File: config.mk
export PLATFORM = sky130hd
export DESIGN_NAME = clk_divider
export DESIGN_NICKNAME = d
export VERILOG_FILES = /design/src/rtl/clk_divider_pkg.sv /design/src/rtl/clk_divider.sv
export SDC_FILE = /design/constraint.sdc
export NUM_CORES = 1
export LEC_CHECK = 0
export ABC_CLOCK_PERIOD_IN_PS = 7600
export CAP_MARGIN = 5
export CORE_ASPECT_RATIO = 0.7
export CORE_UTILIZATION = 45
export DETAILED_ROUTE_END_ITERATION = 6
export PLACE_DENSITY = 0.59
export REMOVE_ABC_BUFFERS = 1
export SLEW_MARGIN = 20
export SYNTH_ARGS = -nofsm -noshare
export SYNTH_HDL_FRONTEND = slang
export SYNTH_SLANG_ARGS = --single-unit
export TNS_END_PERCENT = 20
File: constraint.sdc
create_clock -name clk -period 7.6 [get_ports clk]
set_clock_uncertainty 0.2 [all_clocks]
set_input_delay 1.52 -clock clk [delete_from_list [all_inputs] [get_ports clk]]
set_output_delay 1.52 -clock clk [all_outputs]
set_load 0.01 [all_outputs]
File: src/rtl/clk_divider_pkg.sv
// Board-level constants shared by clock-generation logic.
//
// CLK_DIV_12MHZ_TO_1HZ : divide ratio that turns the 12 MHz board oscillator
//                        into a 1 Hz tick clock for counters and displays.
// CLK_DIV_WIDTH_DEF    : default counter width; comfortably holds the ratio above.
package clk_divider_pkg;

  localparam int unsigned CLK_DIV_12MHZ_TO_1HZ = 32'd12_000_000;
  localparam int unsigned CLK_DIV_WIDTH_DEF    = 32;

endpackage : clk_divider_pkg

File: src/rtl/clk_divider.sv
// Integer clock divider: clkout = f(clk)/N with 50% duty for both even and odd N.
//
// Parameters
//   WIDTH : width of the cycle counter; N-1 must fit in WIDTH bits.
//   N     : division ratio, >= 1.
// Ports
//   clk    in   source clock (the only clock)
//   rst_n  in   synchronous active-low reset, sampled on clk edges
//   clkout out  divided clock; treat as its own clock domain downstream
//
// N == 1 bypasses clk straight through (reset has no effect). Even N uses the
// rising-edge phase register directly. Odd N ANDs it with a copy retimed on the
// falling edge, which trims half a clk period off the high time to get an
// exact N/2 high / N/2 low split.
module clk_divider
  import clk_divider_pkg::*;
#(
  parameter int unsigned WIDTH = CLK_DIV_WIDTH_DEF,
  parameter int unsigned N     = CLK_DIV_12MHZ_TO_1HZ
) (
  input  logic clk,
  input  logic rst_n,
  output logic clkout
);

  generate
    if (N == 0) begin : g_bad_n
      $error("clk_divider: N must be at least 1");
    end

    if (N > 0 && WIDTH < 64 && ((64'(N) - 64'd1) >> WIDTH) != 64'd0) begin : g_bad_width
      $error("clk_divider: N-1 does not fit in WIDTH bits");
    end

    if (N <= 1) begin : g_bypass
      // Reset is deliberately ignored on the bypass path.
      logic unused_rst_n;
      assign unused_rst_n = rst_n;
      assign clkout       = clk;
    end else begin : g_div
      localparam logic [WIDTH-1:0] CNT_LAST = WIDTH'(N - 1);
      localparam logic [WIDTH-1:0] CNT_HALF = WIDTH'(N / 2);

      logic [WIDTH-1:0] cnt_p;
      logic [WIDTH-1:0] cnt_p_nxt;
      logic             clk_p;

      always_comb begin
        cnt_p_nxt = cnt_p + WIDTH'(1);
        if (cnt_p == CNT_LAST) begin
          cnt_p_nxt = '0;
        end
      end

      // clk_p is decoded from the next count so it changes on the same edge
      // the counter crosses the half-way point: floor(N/2) low, ceil(N/2) high.
      always_ff @(posedge clk) begin
        if (!rst_n) begin
          cnt_p <= '0;
          clk_p <= 1'b0;
        end else begin
          cnt_p <= cnt_p_nxt;
          clk_p <= (cnt_p_nxt >= CNT_HALF);
        end
      end

      if ((N % 2) == 0) begin : g_even
        assign clkout = clk_p;
      end else begin : g_odd
        logic clk_n;

        // Half-period-delayed copy; the AND delays the rising edge of clkout
        // to the falling edge of clk while the falling edge stays put.
        always_ff @(negedge clk) begin
          if (!rst_n) begin
            clk_n <= 1'b0;
          end else begin
            clk_n <= clk_p;
          end
        end

        assign clkout = clk_p & clk_n;
      end
    end
  endgenerate

endmodule : clk_divider

==> results of run 1 <==
worst min path at each step:
| stage | depth (start not counted) | from | end | slack [ps] |
|---|---|---|---|---|
| global route | 1 | g_div.cnt_p[0] | g_div.cnt_p[0] | 290 |
| global placement | 1 | g_div.cnt_p[0] | g_div.cnt_p[0] | 240 |
| floorplan | 1 | g_div.cnt_p[0] | g_div.cnt_p[0] | 230 |
| finish | 1 | g_div.cnt_p[0] | g_div.cnt_p[0] | 260 |
| CTS | 1 | g_div.cnt_p[0] | g_div.cnt_p[0] | 260 |
| detailed placement | 1 | g_div.cnt_p[0] | g_div.cnt_p[0] | 250 |
registers in the layout, summed over array words and instances (netlist names):
signal       count
g_div.cnt_p     32
clkout           1
final cells by class:
class | instances | area [sq um]
fill | 390 | 1990
sequential | 33 | 661
timing repair buffer | 2 | 20.0
multi-input combinational | 178 | 1200
inverter | 4 | 15.0
tap | 52 | 65.1
clock buffer | 7 | 86.3
per-layer routing:
metal	part of all wire, %	wire [microns]
met5	0	0
met4	2.4	93
met3	4.6	183
met2	41	1600
met1	52	2060
per-stage QoR:
stage	utilization, %	area, sq um	cells	setup slack, ps
after global placement	48.6	1960	269	3860
after detailed placement	48.6	1960	269	3800
final	50.7	2050	276	4070
after CTS	50.7	2050	276	4080
after global routing	50.7	2050	276	3950
after floorplan	-	1880	215	4730
layout by cell type (no fill, tap or decap), types with 4 or more instances in the layout:
cell	count
and2_1	8
and3_1	4
clkbuf_8	6
dfxtp_1	33
inv_1	4
nand2_1	16
nand3_1	16
nand4_1	6
nor2_1	33
nor2b_1	5
nor3_1	8
nor4b_1	4
xnor2_1	21
xor2_1	13
power by group through the flow:
stage | Clock, mW | Sequential (mW) | Combinational [mW]
after floorplan | 0 | 0.179 | 0.00393
after global placement | 0 | 0.179 | 0.00595
after detailed placement | 0 | 0.179 | 0.00634
after CTS | 0.137 | 0.176 | 0.00641
after global routing | 0.146 | 0.176 | 0.00709
final | 0.134 | 0.176 | 0.00628
cells by family (layout without fill, tap and decap cells):
| kind of cell | after synthesis | count (layout) |
|---|---|---|
| and+or+nand+nor | 124 | 124 |
| xor gates and xnor gates | 34 | 34 |
| DFF | 33 | 33 |
| buffers and inverters | 20 | 13 |
| AOI/OAI and AO/OA | 18 | 18 |
| adders and majority gates | 1 | 1 |
| muxes | 1 | 1 |
==> impl_metrics.csv, run 1 <==
group,metric,value,unit
status,status,"finished, final reports clean",
logic_synthesis,syn_area,1960,sq um
critical_path,worstSetupPathType,"in -> reg",
critical_path,worstSetupEndpointType,"flop",
clock_tree,post_cts_resized,0,
critical_path,rr_endpoint,"clkout",
logic_synthesis,yosysWarnings,0,
timing,slew_violations,0,
power,pwr-share-clk,42.3,%
logic_synthesis,synthTopCellsByArea,"dfxtp_1 34%, xnor2_1 9.4%, nor2_1 6.3%",
global_routing,antenna_found_initial,0,
timing,min_period_over_period,46.5,%
power,intPower,248,uW
logic_synthesis,synth_top_family_by_area,"simple AND/OR/NAND/NOR gates",
logic_synthesis,syn_avg_cell_area,8.47,sq um
detailed_routing,drt-vias-per-instance,5.61,
critical_path,reg2reg_depth,7,
logic_synthesis,synth_compound_area_share,7.17,%
worst_hold_path,hp-class,"reg -> reg",
job,drv_cap,0,
clock_tree,cts_buffers,5,
floorplanning,die_w,80.8,microns
placement,dpl.hpwl,2930,microns
placement,gp_routability_congestion,0.795,
power,swShare,21.2,%
critical_path,worst_ep_required_time,7620,ps
logic_synthesis,ys_ff_latch,33,
timing,finalHoldViolCount,0,
clock_tree,clkLatencyLatePin,290,ps
detailed_routing,route.detailed.wl_per_inst,14.3,microns
timing,tightest_slew,721,ps
timing,hold_ws,264,ps
logic_synthesis,synth_ff_type,"dfxtp_1",
placement,portBuffers,2,
global_routing,met2_usage,28.6,%
clock_tree,cts_tree,"built",
global_routing,track_usage,19.9,%
floorplanning,die-area,4620,sq um
critical_path,slowest_stage,"clkdlybuf4s50_1",
critical_path,cp_num_cells,4,
critical_path,crit_fanout,22,
global_routing,grt_pass1_wl,6920,microns
critical_path,regToRegSetupSlack,4460,ps
critical_path,r2r-start,"g_div.cnt_p[13]",
global_routing,grt_max_degree,23,
layout,layout.nets,227,
clock_tree,clock_sinks,33,
clock_tree,cts-hold-fix-buffers,0,
layout,layout-drive-gt1-share,10.7,%
logic_synthesis,yosys.area_share.simple,37.9,%
global_routing,met3_usage,5.28,%
floorplanning,core-area,4040,sq um
clock_tree,cts-root-buf,"clkbuf_8",
clock_tree,cts_setup_buffers,0,
logic_synthesis,synth_edf_count,0,
logic_synthesis,synthAdderAreaFrac,0.640,%
clock_tree,htree_levels,2,
logic_synthesis,synthTopCellsByCount,"33 x dfxtp_1, 33 x nor2_1, 21 x xnor2_1",
power,seqPwrFrac,55.7,%
floorplanning,io_pins,3,
layout,syn_to_final_growth,4.80,%
global_routing,grt-busiest-layer,"met2",
floorplanning,die_h,57.2,microns
timing,period_needed,3530,ps
clock_tree,clk_path_buf_depth,2,
logic_synthesis,synth.distinct_cells,49,
critical_path,critPathTopFamily,"simple AND/OR/NAND/NOR gates",
critical_path,arrival,3550,ps
detailed_routing,drc,0,
power,power_density,154,nW/um^2
critical_path,critPathLaunchType,"input pin",
logic_synthesis,synth_mux_area_share,0.512,%
global_routing,grt_pass1_vias,1463,
timing,max_freq,283,MHz
timing,rsz0062_at_grt,"no",
global_routing,grt_remaining_overflow,0,
detailed_routing,routed_wl,3940,microns
critical_path,cp_cell_sequence,"clkdlybuf4s50_1 -> or2b_1 -> or4_1 -> o21ai_1",
logic_synthesis,synth_top_area_cell,"dfxtp_1",
timing,timing.max_slew.rel_slack,51.9,%
power,power,315,uW
clock_tree,cts.clk_slew.worst_paths,70,ps
critical_path,max_stage_delay,700,ps
power,p_comb_share,2.0,%
floorplanning,start_util,48.4,%
logic_synthesis,ys_seq_area_share,33.8,%
critical_path,setup.worst_path.start,"rst_n",
timing,setup-tns-final,0,ps
logic_synthesis,synth_xor_area_share,15.2,%
detailed_routing,firstDrtPassIters,4,
timing,setup_viol,0,
logic_synthesis,synth_cells,231,
layout,num_antenna_cells,0,
power,total_leakage_power,0.702,nW
critical_path,crit_buf_inv,1,
detailed_routing,via_count,1547,
detailed_routing,drt-initial-drc-count,90,
floorplanning,num_rows,19,
critical_path,crit_path_end,"clkout",
power,ir_worst_vdd,0.0000867,V
logic_synthesis,async_flop_share,0,%
logic_synthesis,synth_top_area_share,33.8,%
detailed_routing,antenna_left,0,
global_routing,met1_usage,27.8,%
power,p_sw,67.0,uW
(Power assumes the default switching activity.)
==> run 2: changes to the inputs <==
--- a/config.mk
+++ b/config.mk
@@ -5,12 +5,12 @@
 export SDC_FILE = /design/constraint.sdc
 export NUM_CORES = 1
 export LEC_CHECK = 0
-export ABC_CLOCK_PERIOD_IN_PS = 7600
+export ABC_CLOCK_PERIOD_IN_PS = 3200
 export CAP_MARGIN = 5
 export CORE_ASPECT_RATIO = 0.7
 export CORE_UTILIZATION = 45
 export DETAILED_ROUTE_END_ITERATION = 6
-export PLACE_DENSITY = 0.59
+export PLACE_DENSITY = 0.61
 export REMOVE_ABC_BUFFERS = 1
 export SLEW_MARGIN = 20
 export SYNTH_ARGS = -nofsm -noshare
==> constraint.sdc (replaced) <==
create_clock -name clk -period 3.2 [get_ports clk]
set_clock_uncertainty 0.2 [all_clocks]
set_input_delay 0.64 -clock clk [delete_from_list [all_inputs] [get_ports clk]]
set_output_delay 0.64 -clock clk [all_outputs]
set_load 0.01 [all_outputs]
==> run 2 against run 1 <==
Compared with the run above: sequential share of layout area fell by 0.35 points; core utilization rose by 0.56 points; register-to-register slack got worse by 4100 ps; first-iteration DRC count rose by 78%; sequential power rose by 140%; combinational power rose to 2.8 times the previous value; critical path depth rose by 3; critical path type is now reg -> reg; critical endpoint unchanged; highest routed layer unchanged.
==> impl_metrics.csv, run 2 (same netlist as run 1, synthesis figures left out) <==
group,metric,value,unit
status,status,"finished, final reports clean",
detailed_routing,drc,0,
clock_tree,cts_buffers,5,
global_routing,track_usage,19.5,%
worst_hold_path,min_delay_path_depth,1,
global_routing,grt_max_degree,22,
detailed_routing,routed_wl,3910,microns
global_routing,grt_pass1_vias,1360,
timing,timing.max_slew.rel_slack,73.3,%
detailed_routing,antenna_left,0,
clock_tree,clock_sinks,33,
clock_tree,clk_path_buf_depth,2,
power,ir_worst_vdd,0.000260,V
critical_path,crit_fanout,8,
critical_path,r2r-start,"g_div.cnt_p[16]",
critical_path,max_stage_delay,650,ps
critical_path,worstSetupEndpointType,"flop",
layout,top_register,"g_div.cnt_p",
job,drv_cap,0,
critical_path,regToRegSetupSlack,330,ps
critical_path,cp_cell_sequence,"nand3_1 -> or4_1 -> nor4_2 -> mux2i_1 -> nand4_1 -> o41ai_2 -> o21ai_1",
global_routing,grt_remaining_overflow,0,
layout,layout.nets,230,
clock_tree,clkLatencyLatePin,280,ps
power,total_leakage_power,0.715,nW
critical_path,worstSetupPathType,"reg -> reg",
floorplanning,die-area,4620,sq um
layout,layout_common_cells,"33 x nor2_1, 33 x dfxtp_1, 21 x xnor2_1",
timing,tightest_slew,397,ps
critical_path,critPathLaunchType,"flop",
floorplanning,num_rows,19,
detailed_routing,via_count,1529,
layout,syn_to_final_growth,5.95,%
worst_hold_path,min_from,"g_div.cnt_p[0]",
critical_path,setup.worst_path.start,"g_div.cnt_p[16]",
floorplanning,core-area,4040,sq um
critical_path,slowest_stage,"or4_1",
layout,num_antenna_cells,0,
timing,setup_viol,0,
floorplanning,io_pins,3,
timing,max_freq,348,MHz
detailed_routing,drt-initial-drc-count,160,
critical_path,crit_path_end,"clkout",
power,power_density,356,nW/um^2
global_routing,antenna_found_initial,0,
power,power,738,uW
detailed_routing,drt-vias-per-instance,5.46,
floorplanning,die_w,80.8,microns
critical_path,worst_ep_required_time,3160,ps
timing,finalHoldViolCount,0,
clock_tree,cts-root-buf,"clkbuf_8",
layout,largest_register_ffs,32,
placement,portBuffers,2,
timing,min_period_over_period,89.8,%
clock_tree,htree_levels,2,
clock_tree,post_cts_resized,0,
worst_hold_path,hp-class,"reg -> reg",
timing,period_needed,2870,ps
critical_path,rr_endpoint,"clkout",
clock_tree,cts-hold-fix-buffers,0,
global_routing,grt_pass1_wl,6670,microns
detailed_routing,firstDrtPassIters,4,
clock_tree,cts.clk_slew.worst_paths,70,ps
layout,layout-drive-gt1-share,12.7,%
timing,setup-tns-final,0,ps
placement,dpl.hpwl,2880,microns
clock_tree,cts_setup_buffers,0,
timing,rsz0062_at_grt,"no",
floorplanning,die_h,57.2,microns
detailed_routing,route.detailed.wl_per_inst,14.0,microns
placement,gp_routability_congestion,0.878,
clock_tree,cts_tree,"built",
critical_path,arrival,2840,ps
floorplanning,start_util,48.4,%
timing,slew_violations,0,
critical_path,reg2reg_depth,7,
==> run 2: where the power goes <==
group          internal (mW)  switching [mW]  leakage, nW
logic                0.00716          0.0103        0.405
registers              0.414         0.00272        0.266
clock network          0.150           0.154       0.0439
==> run 2: worst min path at each step <==
| stage | end |
|---|---|
| floorplan | g_div.cnt_p[0] |
| global placement | g_div.cnt_p[0] |
| detailed placement | g_div.cnt_p[0] |
| CTS | g_div.cnt_p[0] |
| global route | g_div.cnt_p[0] |
| finish | g_div.cnt_p[0] |
==> run 2: final cells by class <==
type	count	area [sq um]
multi-input cells	178	1200
clock inverters	3	17.5
repair buffers	5	42.5
flip-flops and latches	33	661
fillers	406	1970
inverters	4	15.0
clock buffers	5	68.8
well taps	52	65.1
==> run 2: worst max-delay path, delay by kind of cell, from the launching register on <==
kind | cells | cell delay, ps
AO/OA/AOI/OAI | 2 | 430
flip-flops | 1 | 460
multiplexers | 1 | 250
AND/OR/NAND/NOR | 4 | 1410
==> run 2: layer usage <==
metal,vias to the layer above,wire (microns),GRT usage (%)
met5,-,0,0
met4,0,37,5.36
met3,5,283,5.44
met2,53,1420,25.2
met1,680,2170,30.6
li1,791,-,-
==> run 2: through the flow <==
step | std cells | utilization, % | cell area [sq um] | hold slack, ps | worst slack (ps)
3_5_place_dp | 272 | 49.1 | 1990 | 250 | 344
5_1_grt | 280 | 51.3 | 2070 | 284 | 106
2_1_floorplan | 215 | - | 1880 | 226 | 474
3_3_place_gp | 272 | 49.1 | 1990 | 241 | 356
6_report | 280 | 51.3 | 2070 | 257 | 325
4_1_cts | 280 | 51.3 | 2070 | 268 | 328
